### src/rtl/ddr_word_assembler.sv
// Re-serialises DDR lane pairs into time-ordered beats and packs NPAIRS pairs
// per word, with edge/pair slip alignment and a 2-entry valid/ready buffer.
module ddr_word_assembler #(
    parameter int WIDTH  = 8,
    parameter int NPAIRS = 2,
    localparam int OUT_W = 2 * WIDTH * NPAIRS
) (
    input  logic             clk,
    input  logic             rst_n,
    input  logic             in_valid,
    input  logic [WIDTH-1:0] din_h,
    input  logic [WIDTH-1:0] din_l,
    input  logic             edge_slip,
    input  logic             pair_slip,
    input  logic             clear,
    output logic [OUT_W-1:0] m_data,
    output logic             m_valid,
    input  logic             m_ready,
    output logic             overflow
);

    localparam int CW = (NPAIRS > 1) ? $clog2(NPAIRS) : 1;
    localparam logic [CW-1:0] LAST = CW'(NPAIRS - 1);

    logic [CW-1:0]    cnt_q, cnt_n;
    logic             slip_q, slip_n;
    logic [WIDTH-1:0] prev_q, prev_n;
    logic             pvld_q, pvld_n;
    logic             es_q;
    logic [OUT_W-1:0] word_q, word_n;
    logic [WIDTH-1:0] first, second;
    logic             push;

    logic [OUT_W-1:0] q0, q1;
    logic [1:0]       fcnt;
    logic             pop, drop;

    always_comb begin
        cnt_n  = (edge_slip != es_q) ? '0 : cnt_q;
        pvld_n = (edge_slip != es_q) ? 1'b0 : pvld_q;
        prev_n = prev_q;
        slip_n = slip_q | pair_slip;
        word_n = word_q;
        push   = 1'b0;
        first  = edge_slip ? prev_q : din_h;
        second = edge_slip ? din_h : din_l;
        if (in_valid) begin
            prev_n = din_l;
            // Priming pair in slip mode also eats any pending pair slip
            if (edge_slip && !pvld_n) begin
                slip_n = 1'b0;
            end else if (slip_n) begin
                slip_n = 1'b0;
            end else begin
                for (int i = 0; i < NPAIRS; i++) begin
                    if (cnt_n == CW'(i))
                        word_n[i*2*WIDTH +: 2*WIDTH] = {second, first};
                end
                if (cnt_n == LAST) begin
                    push  = 1'b1;
                    cnt_n = '0;
                end else begin
                    cnt_n = cnt_n + 1'b1;
                end
            end
            pvld_n = 1'b1;
        end
    end

    always_ff @(posedge clk or negedge rst_n) begin
        if (!rst_n) begin
            cnt_q  <= '0;
            slip_q <= 1'b0;
            prev_q <= '0;
            pvld_q <= 1'b0;
            es_q   <= 1'b0;
            word_q <= '0;
        end else begin
            cnt_q  <= cnt_n;
            slip_q <= slip_n;
            prev_q <= prev_n;
            pvld_q <= pvld_n;
            es_q   <= edge_slip;
            word_q <= word_n;
        end
    end

    assign m_valid = (fcnt != 2'd0);
    assign m_data  = q0;
    assign pop     = m_valid && m_ready;
    assign drop    = push && (fcnt == 2'd2) && !pop;

    always_ff @(posedge clk or negedge rst_n) begin
        if (!rst_n) begin
            q0       <= '0;
            q1       <= '0;
            fcnt     <= 2'd0;
            overflow <= 1'b0;
        end else begin
            if (push && !drop) begin
                if (pop) begin
                    if (fcnt == 2'd2) begin
                        q0 <= q1;
                        q1 <= word_n;
                    end else begin
                        q0 <= word_n;
                    end
                end else begin
                    if (fcnt == 2'd0)
                        q0 <= word_n;
                    else
                        q1 <= word_n;
                    fcnt <= fcnt + 2'd1;
                end
            end else if (pop) begin
                q0   <= q1;
                fcnt <= fcnt - 2'd1;
            end
            if (drop)
                overflow <= 1'b1;
            else if (clear)
                overflow <= 1'b0;
        end
    end

endmodule
### config.mk
export PLATFORM = sky130hd
export DESIGN_NAME = ddr_word_assembler
export DESIGN_NICKNAME = d
export VERILOG_FILES = /design/src/rtl/ddr_word_assembler.sv
export SDC_FILE = /design/constraint.sdc
export NUM_CORES = 1
export LEC_CHECK = 0
export BUFFER_PORTS_ARGS = -buffer_cell sky130_fd_sc_hd__clkbuf_2
export CORE_UTILIZATION = 40
export CTS_CLUSTER_DIAMETER = 80
export DETAILED_ROUTE_END_ITERATION = 8
export MAX_ROUTING_LAYER = met4
export RECOVER_POWER = 100
export SYNTH_ARGS = -nofsm -noshare
export SYNTH_HDL_FRONTEND = slang
export SYNTH_SLANG_ARGS = --single-unit
### constraint.sdc
create_clock -name clk -period 2.65 [get_ports clk]
set_clock_uncertainty 0.05 [all_clocks]
set_input_delay 0.265 -clock clk [delete_from_list [all_inputs] [get_ports clk]]
set_output_delay 0.265 -clock clk [all_outputs]
set_load 0.01 [all_outputs]
# After elaboration in Yosys (flattened, before gate mapping)
# Cells that the tools add are included.
# op_classes
addsub	3
eq_ne	5
muxes	32
n_bitwise	1
n_reduce_logical	16
# op_table
cell	n
two-way mux 32 bit	11
two-way mux 16 bit	2
two-way mux 8 bit	2
two-way mux 1 bit	14
nonzero test 2 bit	4
two-way mux 2 bit	3
logical AND 1 bit	5
!= test 2 bit (second input constant)	2
AND reduction 2 bit	2
logical NOT 1 bit	3
AND reduction 3 bit	1
adder 2 x 1 -> 2 bit (second input constant)	1
equality test 2 bit (second input constant)	1
logical NOT 2 bit	1
!= test 2 x 1 -> 1 bit (second input constant)	1
subtractor 2 x 1 -> 2 bit (second input constant)	1
adder 1 bit (second input constant)	1
!= test 1 bit	1
OR 1 bit	1
# totals
register_bits	111
word_cells	67

# Longest topological paths before layout
# Gate-level depths: netlist (run 1).
# logic_depth
ltp_word	12
ltp_mapped	8

# Worst setup path before layout (run 1)
# OpenSTA, ideal clock, no wires.
# synth_path
path_kind	register to register
from	register es_q
to	register q0[0] (netlist: m_data[0])
setup_time_ps	87
arrival_time_ps	2332
path_slack_ps	182
stages_incl_launch_ff	9
path_buffers	1
synth_period_minus_slack_ps	2468
cell_sequence	dfrtp_1 -> xnor2_1 -> and2_1 -> ha_1 -> or3b_1 -> o31ai_2 -> nand2b_1 -> clkbuf_1 -> o211ai_1
# synth_between
elab_chain_len	12
elab_cells_between_ends	23
classes_between	eq/ne: 1; mux: 14; reduce/logical: 8
# synth_lines
element	line_no	text
start, declared	29	logic es_q;
start signal, assigned	83	es_q <= edge_slip;
!= test 1 bit (*)	39, 40	
two-way mux 1 bit, on equally long branches	39, 40	
two-way mux 1 bit / logical NOT 1 bit (equally long branches)	59, 50	
two-way mux 1 bit / logical AND 1 bit (equally long branches)	52, 50	
two-way mux 1 bit	50	if (edge_slip && !pvld_n) begin
two-way mux 1 bit	47	if (in_valid) begin
logical AND 1 bit (2 in a row)	91	assign drop = push && (fcnt == 2'd2) && !pop;
logical NOT 1 bit	100	if (push && !drop) begin
logical AND 1 bit	100	
nonzero test 2 bit (no line)	--	
AND reduction 2 bit (no line)	--	
end signal, assigned	103	q0 <= q1;
end signal, assigned	106	q0 <= word_n;
end signal, assigned	110	q0 <= word_n;
end, declared	34	logic [OUT_W-1:0] q0, q1;
# Mark *: on every way between the ends. The rest lies on a longest branch, timed or not. The select of a mux whose other input is x is not followed.
# A chain may end at the register's enable or synchronous reset.

# Worst setup path in the final report (run 1)
# layout_path
from	register slip_q
to	register q0[10] (netlist: m_data[10])
# layout_between
elab_chain_len	10
elab_cells_between_ends	17
classes_between	mux: 10; bitwise: 1; reduce/logical: 6
# layout_lines
element	line_no	text
start, declared	26	logic slip_q, slip_n;
start signal, assigned	80	slip_q <= slip_n;
OR 1 bit (*)	42	slip_n = slip_q | pair_slip;
two-way mux 1 bit	52	end else if (slip_n) begin
two-way mux 1 bit	50	
two-way mux 1 bit	47	
logical AND 1 bit (2 in a row)	91	
logical NOT 1 bit	100	
logical AND 1 bit	100	
nonzero test 2 bit (no line)	--	
AND reduction 2 bit (no line)	--	
# Marked as above.

==> results of run 1 <==
-- cell type report --
cell class,instances,area (um^2)
clock buffer,10,239
clock inverter,5,42.5
fill,1095,6050
inverter,35,131
multi-input combinational,254,1730
sequential,111,2780
tap,143,179
timing repair buffer,71,362
-- through the flow --
step	instance area, um^2	utilization (%)	power (uW)	setup WS (ps)	cells
2_1_floorplan	4780	-	2360	182	426
3_3_place_gp	5300	46.0	2570	327	613
3_5_place_dp	5300	46.0	2600	261	613
4_1_cts	5590	48.6	3880	244	629
5_1_grt	5460	47.4	4010	74.1	629
6_report	5460	47.4	3800	210	629
-- kinds of logic (layout without fill, tap and decap cells) --
logic type	Yosys count	after routing	share of synthesized area, %
multiplexers	57	57	12.6
flip-flops	111	111	58.2
AND/OR/NAND/NOR	114	114	10.9
adder cells (fa/ha/maj)	1	1	0.262
buffers and inverters	61	121	5.40
XOR/XNOR	3	3	0.550
AO/OA/AOI/OAI	79	79	12.1
-- path summary, 6_finish.rpt --
kind                                     endpoint              start  slack (ps)
hold reg to reg                 q1[1]$_DFFE_PN0P_  q1[1]$_DFFE_PN0P_         430
min in group asynchronous     word_q[2]$_DFF_PN0_              rst_n         720
setup reg to reg           m_data[10]$_DFFE_PN0P_   slip_q$_DFF_PN0_         210
max in group asynchronous  m_data[23]$_DFFE_PN0P_              rst_n         520
hold / removal               overflow$_DFFE_PN0P_              clear          60
setup / recovery           m_data[10]$_DFFE_PN0P_   slip_q$_DFF_PN0_         210
-- sequential cells by signal, indices dropped and copies added, names as in the netlist --
name	flops
es_q	1
slip_q	1
overflow	1
fcnt	2
m_data	32
word_q	32
pvld_q	1
q1	32
cnt_q	1
prev_q	8
-- layer usage --
metal  vias to the layer above  part of all wire (%)  global-route usage [%]
li1                       1569                     -                       -
met1                      1636                    48                    25.8
met2                        75                    46                    29.8
met3                         7                   4.9                    4.21
met4                         0                  0.55                    4.23
met5                         -                     0                       -
-- what timing repair did --
item                      CTS  global route
buffers inserted            0             0
hold endpoints to repair   55             0
hold buffers                1             0
-- cell usage in the layout, fill, tap and decap left out, types with 2 or more instances in the layout --
| cell | synthesis | layout |
|---|---|---|
| inv_1 | 35 | 35 |
| xnor2_1 | 2 | 2 |
| mux2i_1 | 32 | 32 |
| buf_4 | 2 | 6 |
| or3b_1 | 1 | 2 |
| o21ai_0 | 14 | 34 |
| clkbuf_2 | 0 | 24 |
| o211ai_2 | 10 | 2 |
| a21oi_1 | 2 | 2 |
| clkinv_4 | 0 | 2 |
| nand3_1 | 33 | 33 |
| nor2_1 | 2 | 2 |
| inv_6 | 0 | 2 |
| o211ai_1 | 22 | 30 |
| dfrtp_1 | 111 | 111 |
| clkbuf_16 | 0 | 9 |
| clkbuf_1 | 19 | 37 |
| nand2_1 | 67 | 67 |
| mux2_2 | 25 | 25 |
| nand2b_1 | 2 | 2 |
| buf_12 | 0 | 2 |
-- power breakdown --
part | internal, uW | switching (uW) | total, uW | leakage, uW
Clock | 669 | 606 | 1270 | 0.000136
Sequential | 1890 | 77.7 | 1970 | 0.00148
Combinational | 193 | 360 | 553 | 0.000854
-- worst register-to-register path: stages (launching register included) --
cell      delay (ps)
dfrtp_1          370
or3b_1           450
a211oi_4         230
clkbuf_2         560
mux2i_1          470
o211ai_1         170
==> summary.md, run 1 <==
| Metric | Value |
|---|---|
| Post-Synthesis Cells | 426 |
| Pins over their slew limit | 0 |
| Most frequent cells after synthesis | 111 x dfrtp_1, 67 x nand2_1, 35 x inv_1 |
| Worst Hold Class | primary input to flop |
| Initial antenna violation count | 0 |
| Fmax | 410 MHz |
| Syn Nets | 450 |
| Core area | 0.0115 mm^2 |
| Initial DRC count | 202 |
| Run status | complete, but fails checks |
| Leakage power | 0.00247 uW |
| Final setup fails | 0 |
| Mapped Area | 0.00478 mm^2 |
| Vias in the first global route | 3,450 |
| Total die area | 0.0124 mm^2 |
| Mean Syn Cell Area | 11.2 um^2 |
| Die height | 111 um |
| Root Buffer | clkbuf_16 |
| Critical Path RT | 2810 ps |
| Global-route wire length before repair | 18,000 um |
| Clk_lat worst skew | 340 ps |
| Startpoint Class | flop |
| CP peak stage delay | 560 ps |
| Largest net degree at the start of global routing | 65 |
| CTS clock-pin slew for the worst setup and hold paths | 70 ps |
| Residual DRC count | 4 |
| Worst Max-Slew Pin Slew | 1370 ps |
| Final HPWL DP | 6920 um |
| Rows | 39 |
| Number of flops mapped to enable cells by yosys | 0 |
| Max IR drop VDD | 0.000299 V |
| Die X | 111 um |
| Register area share after synthesis | 58.2% |
| DRT antenna net count | 0 |
| CP Cell Sequence | or3b_1 -> a211oi_4 -> clkbuf_2 -> mux2i_1 -> o211ai_1 |
| Post-layout net count | 506 |
| Slew HR | 8.35% |
| Yosys Warn Count | 0 |
| Placer Congestion | 0.790 |
| Hold Fails Final Rpt | 0 |
| Setup TNS | 0 ps |
| Antenna Cells | 0 |
| CTS Buf Count | 9 |
| Area Growth Syn to Fin | 14.4% |
| Pwr dens | 695 mW/mm^2 |
| Critical path data arrival time | 2600 ps |
| CTS tree | done |
| Average wire per standard cell | 17.1 um |
| Worst Path Class, Setup | flop to flop |
| Top_reg_cell synth | dfrtp_1 |
| Top-Level Pins | 57 |
| Via/cell ratio | 5.23 |
| CP delay by family, top | buffers and inverters |
| Worst r2r path cells | 5 |
| Post-synth top area cell | dfrtp_1 |
| Final period util | 92.1% |
| Ratio of cells with drive above 1 in the final layout | 16.7% |
| CTS max path bufs | 2 |
| RSZ-0062 raised after global routing | false |
| Critical path depth in cells | 5 |
| Synth area leaders | dfrtp_1 58%, mux2i_1 6.7%, mux2_2 5.9% |
| CP max-delay cell | clkbuf_2 |
| Failing checks | DRC |
| Async SR Flop Fraction | 100% |
| Pre-antenna DRT Iters | 6 |
| Hold Path Stages | 2 |
| Starting Density | 41.5% |
| Global-route usage over all layers | 19.2% |
| Post-Route WL | 10,800 um |
| Yosys top cell area share | 58.2% |
| Grt ovf | 0 |
| Via count | 3,287 |
| Sinks on the clock net | 111 |
| CP max FO | 16 |
| Worst Setup End Kind | flop |
| Number of gates resized after CTS | 0 |
| Post-route minimum period | 2440 ps |
| Worst hold slack | 56.6 ps |
| H-tree Lvls | 3 |
| Synth cell types | 43 |
| Max-cap violations | 0 |
| Count of state elements after synthesis | 111 |
| Critical path buffer and inverter count | 1 |
| Port-buffer cells | 56 |
| Most frequent cell after synthesis | dfrtp_1 |
Note: power is estimated with default switching activity, not from simulation.
==> inputs of run 2 (changes only) <==
HOLD_SLACK_MARGIN = 0.12   (was unset)
==> summary.md, run 2 (same netlist as run 1, synthesis figures left out) <==
| Metric | Value |
|---|---|
| Sequential share of power | 51.8% |
| Worst Hold Class | primary input to flop |
| Design area | 0.00551 mm^2 |
| Pwr Total | 3810 uW |
| Final period util | 92.5% |
| Grt ovf | 0 |
| Post-Route WL | 10,700 um |
| DRT antenna net count | 0 |
| H-tree Lvls | 3 |
| Post-layout net count | 511 |
| Root Buffer | clkbuf_16 |
| Hold Fails Final Rpt | 0 |
| Startpoint Class | flop |
| RSZ-0062 raised after global routing | false |
| Sinks on the clock net | 111 |
| Pins over their slew limit | 0 |
| Initial antenna violation count | 0 |
| Combinational power share | 14.7% |
| Clk_lat worst skew | 340 ps |
| Initial DRC count | 188 |
| Worst Setup End Kind | flop |
| Largest net degree at the start of global routing | 65 |
| Ratio of cells with drive above 1 in the final layout | 16.5% |
| Global-route wire length before repair | 18,000 um |
| Finished Layout Cells | 634 |
| CTS max path bufs | 2 |
| Final HPWL DP | 6920 um |
| CTS Buf Count | 9 |
| Max-cap violations | 0 |
| Max IR drop VDD | 0.000300 V |
| Utilization after layout | 47.9% |
| Net Sw Power | 1050 uW |
| Number of gates resized after CTS | 0 |
| Average wire per standard cell | 17.0 um |
| Die X | 111 um |
| Via/cell ratio | 5.22 |
| Rows | 39 |
| Filler cell count | 1,090 |
| Critical Path RT | 2810 ps |
| Worst Max-Slew Pin Slew | 1380 ps |
| Commonest cells after routing, fill and taps aside | 111 x dfrtp_1, 67 x nand2_1, 37 x clkbuf_1 |
| Starting Density | 41.5% |
| Worst Path Class, Setup | flop to flop |
| Setup TNS | 0 ps |
| CTS clock-pin slew for the worst setup and hold paths | 70 ps |
| Port-buffer cells | 56 |
| Sw frac | 27.5% |
| Setup bufs post-CTS | 0 |
| Total die area | 0.0124 mm^2 |
| Residual DRC count | 4 |
| Most common cell after layout, fill and taps aside | dfrtp_1 |
| Top-Level Pins | 57 |
| Run status | complete, but fails checks |
| Core area | 0.0115 mm^2 |
| Critical path data arrival time | 2610 ps |
| CP max FO | 16 |
| Antenna Cells | 0 |
| Clock Power Share | 33.5% |
| Die height | 111 um |
| Post-route minimum period | 2450 ps |
| Failing checks | DRC |
| CTS tree | done |
| Final setup fails | 0 |
| Vias in the first global route | 3,450 |
| Slew HR | 8.09% |
| Pre-antenna DRT Iters | 6 |
| Placed cell area | 0.00530 mm^2 |
| Fmax | 408 MHz |
| Placer Congestion | 0.790 |
| Inst Count DP | 613 |
| Pint | 2760 uW |
| Via count | 3,312 |
| Pwr dens | 691 mW/mm^2 |
| Area Growth Syn to Fin | 15.5% |
| Global-route usage over all layers | 19.2% |
| Leakage power | 0.00249 uW |
[run 2: cell types whose count changed in the layout (fill, tap and decap cells not counted)]
cell and change:
dlygate4sd3_1 +5
[run 2: worst paths after layout]
| path | to | start | slack [ps] | cells past startpoint |
|---|---|---|---|---|
| setup / recovery | m_data[10]$_DFFE_PN0P_ | slip_q$_DFF_PN0_ | 200 | 5 |
| hold / removal | prev_q[4]$_DFFE_PN0P_ | din_l[4] | 130 | 2 |
| setup reg to reg | m_data[10]$_DFFE_PN0P_ | slip_q$_DFF_PN0_ | 200 | 5 |
| hold reg to reg | q1[1]$_DFFE_PN0P_ | q1[1]$_DFFE_PN0P_ | 430 | 2 |
| max in group asynchronous | q1[23]$_DFFE_PN0P_ | rst_n | 520 | 3 |
| min in group asynchronous | word_q[2]$_DFF_PN0_ | rst_n | 720 | 2 |
[run 2: critical path, stage by stage, from the launching register on]
cell and delay [ps]:
dfrtp_1 370, or3b_1 450, a211oi_4 230, clkbuf_2 560, mux2i_1 470, o211ai_1 170
[run 2: power by group through the flow]
| stage | clock network [uW] | registers (uW) | logic (uW) |
|---|---|---|---|
| 5_1_grt | 1390 | 1990 | 632 |
| 3_3_place_gp | 0 | 2000 | 573 |
| 4_1_cts | 1310 | 1970 | 598 |
| 2_1_floorplan | 0 | 1990 | 363 |
| 6_report | 1280 | 1970 | 560 |
| 3_5_place_dp | 0 | 2010 | 591 |
[run 2: area by class of cell]
type,count,area (um^2),area share (%)
clock inverter,5,42.5,0.771
inverter,35,131,2.38
multi-input combinational,254,1730,31.4
clock buffer,10,239,4.33
timing repair buffer,76,412,7.47
sequential,111,2780,50.4
tap,143,179,3.24
[run 2: metal layers]
| layer | part of all wire [%] | vias up | GRT usage (%) | routed length (um) |
|---|---|---|---|---|
| li1 | - | 1580 | - | - |
| met1 | 49 | 1657 | 25.9 | 5290 |
| met2 | 47 | 68 | 29.8 | 5010 |
| met3 | 3.7 | 7 | 4.21 | 395 |
| met4 | 0.55 | 0 | 4.23 | 59 |
| met5 | 0 | - | - | 0 |
[run 2: per-stage QoR]
step / hold WS (ps) / setup slack, ps
CTS: 121 / 244
finish: 128 / 199
detailed placement: 321 / 261
global route: 121 / 74.1
global placement: 325 / 327
floorplan: -80.6 / 182
[run 2: repair_timing]
| action | in CTS | in global routing |
|---|---|---|
| setup endpoints to repair | 0 | 0 |
| hold buffers | 5 | 1 |
| hold endpoints to repair | 59 | 1 |
==> inputs of run 3 (changes only) <==
CORE_UTILIZATION = 45   (was 40)
PLACE_DENSITY = 0.67   (was unset)
==> summary.md, run 3 (same netlist as run 1, synthesis figures left out) <==
| Metric | Value |
|---|---|
| Die X | 105 um |
| Post-Route WL | 10,300 um |
| Filler cell count | 932 |
| DRT antenna net count | 0 |
| Pre-antenna DRT Iters | 4 |
| Rows | 37 |
| Number of gates resized after CTS | 0 |
| RSZ-0062 raised after global routing | false |
| CTS tree | done |
| Port-buffer cells | 56 |
| CTS clock-pin slew for the worst setup and hold paths | 100 ps |
| Grt ovf | 0 |
| Die height | 105 um |
| Slew HR | 7.29% |
| Pwr dens | 661 mW/mm^2 |
| Starting Density | 46.3% |
| Leakage power | 0.00248 uW |
| Top-Level Pins | 57 |
| Pins over their slew limit | 0 |
| Via/cell ratio | 5.25 |
| Run status | completed |
| CP max FO | 32 |
| Beginning of the critical path | es_q$_DFF_PN0_ |
| Global-route usage over all layers | 20.6% |
| Fmax | 412 MHz |
| Commonest cells after routing, fill and taps aside | 111 x dfrtp_1, 67 x nand2_1, 41 x clkbuf_1 |
| Max-cap violations | 0 |
| Design area | 0.00550 mm^2 |
| Worst Setup End Kind | flop |
| H-tree Lvls | 3 |
| Worst r2r path cells | 8 |
| Critical Path RT | 2870 ps |
| Reg2reg end | m_data[12]$_DFFE_PN0P_ |
| Initial antenna violation count | 0 |
| Via count | 3,323 |
| Hold Fails Final Rpt | 0 |
| Global-route wire length before repair | 17,100 um |
| Startpoint Class | flop |
| Worst Hold Class | primary input to flop |
| Antenna Cells | 0 |
| Critical path data arrival time | 2650 ps |
| Largest net degree at the start of global routing | 65 |
| Initial DRC count | 159 |
| Hold Path Stages | 3 |
| Most common cell after layout, fill and taps aside | dfrtp_1 |
| CP peak stage delay | 460 ps |
| Clk_lat worst skew | 360 ps |
| Critical Path End | m_data[12]$_DFFE_PN0P_ |
| Reg2reg start | es_q$_DFF_PN0_ |
| Final period util | 91.7% |
| Total die area | 0.0110 mm^2 |
| Final HPWL DP | 6540 um |
| Post-route minimum period | 2430 ps |
| R2R setup slack | 220 ps |
| Ratio of cells with drive above 1 in the final layout | 15.3% |
| Worst Path Class, Setup | flop to flop |
| Final WS setup | 220 ps |
| Vias in the first global route | 3,345 |
| Worst Max-Slew Pin Slew | 1390 ps |
| Sinks on the clock net | 111 |
| Hold path start | m_ready |
| CTS Buf Count | 9 |
| Area Growth Syn to Fin | 15.1% |
| Max IR drop VDD | 0.000365 V |
| Residual DRC count | 0 |
| Post-layout net count | 516 |
| CTS max path bufs | 2 |
| Core area | 0.0103 mm^2 |
| CP max-delay cell | clkbuf_4 |
| Place WS | 298 ps |
| Root Buffer | clkbuf_8 |
| CP Cell Sequence | xnor2_1 -> and2_0 -> ha_1 -> or3b_1 -> o31ai_4 -> clkbuf_4 -> nand3_1 -> o211ai_1 |
| Average wire per standard cell | 16.2 um |
| Final setup fails | 0 |
| Pwr Total | 3630 uW |
| Placer Congestion | 0.746 |
| Setup TNS | 0 ps |
| Placed cell area | 0.00528 mm^2 |
run 3: metrics by stage:
step                util (%)  instances  hold WS, ps
detailed placement      51.1        606          320
CTS                     54.4        633          228
floorplan                  -        426        -80.6
global placement        51.1        606          313
finish                  53.2        633          232
global route            53.2        633          250
run 3: worst min-delay path by stage:
stage / endpoint / slack, ps
final: fcnt[0]$_DFFE_PN0P_ / 230
after floorplan: cnt_q$_DFF_PN0_ / -80
after detailed placement: overflow$_DFFE_PN0P_ / 320
after CTS: fcnt[0]$_DFFE_PN0P_ / 230
after global routing: fcnt[0]$_DFFE_PN0P_ / 250
after global placement: overflow$_DFFE_PN0P_ / 310
run 3: repair_timing:
action | 4_1_cts | 5_1_grt
hold buffers | 11 | 0
endpoints found under the hold margin | 64 | 0
endpoints found under the setup margin | 0 | 0
buffers inserted | 0 | 0
run 3: per-layer routing:
metal,up-vias,global-route usage (%),routed length (um)
li1,1594,-,-
met1,1632,27.7,4900
met2,88,32.5,4780
met3,9,3.49,508
met4,0,5.43,81
met5,-,-,0
run 3: power by group:
group / leakage [uW] / total, uW / switching [uW] / internal [uW]
logic: 0.000885 / 552 / 355 / 197
clock network: 0.000116 / 1110 / 552 / 556
registers: 0.00148 / 1970 / 80.2 / 1890
total: 0.00248 / 3630 / 987 / 2650
run 3: critical path: cells and delay by family, from the launching register on:
kind / cells / cell delay, ps
buf+inv: 1 / 460
simple gates: 3 / 690
compound gates: 2 / 340
xor+xnor: 1 / 190
flops: 1 / 450
fa+ha+maj: 1 / 160
run 3: cell type report:
cell class / instances / area [um^2] / share of cell area, %
clock buffer: 10 / 138 / 2.50
clock inverter: 6 / 83.8 / 1.53
inverter: 35 / 131 / 2.39
multi-input combinational: 254 / 1720 / 31.3
sequential: 111 / 2780 / 50.5
tap: 136 / 170 / 3.10
timing repair buffer: 81 / 473 / 8.60
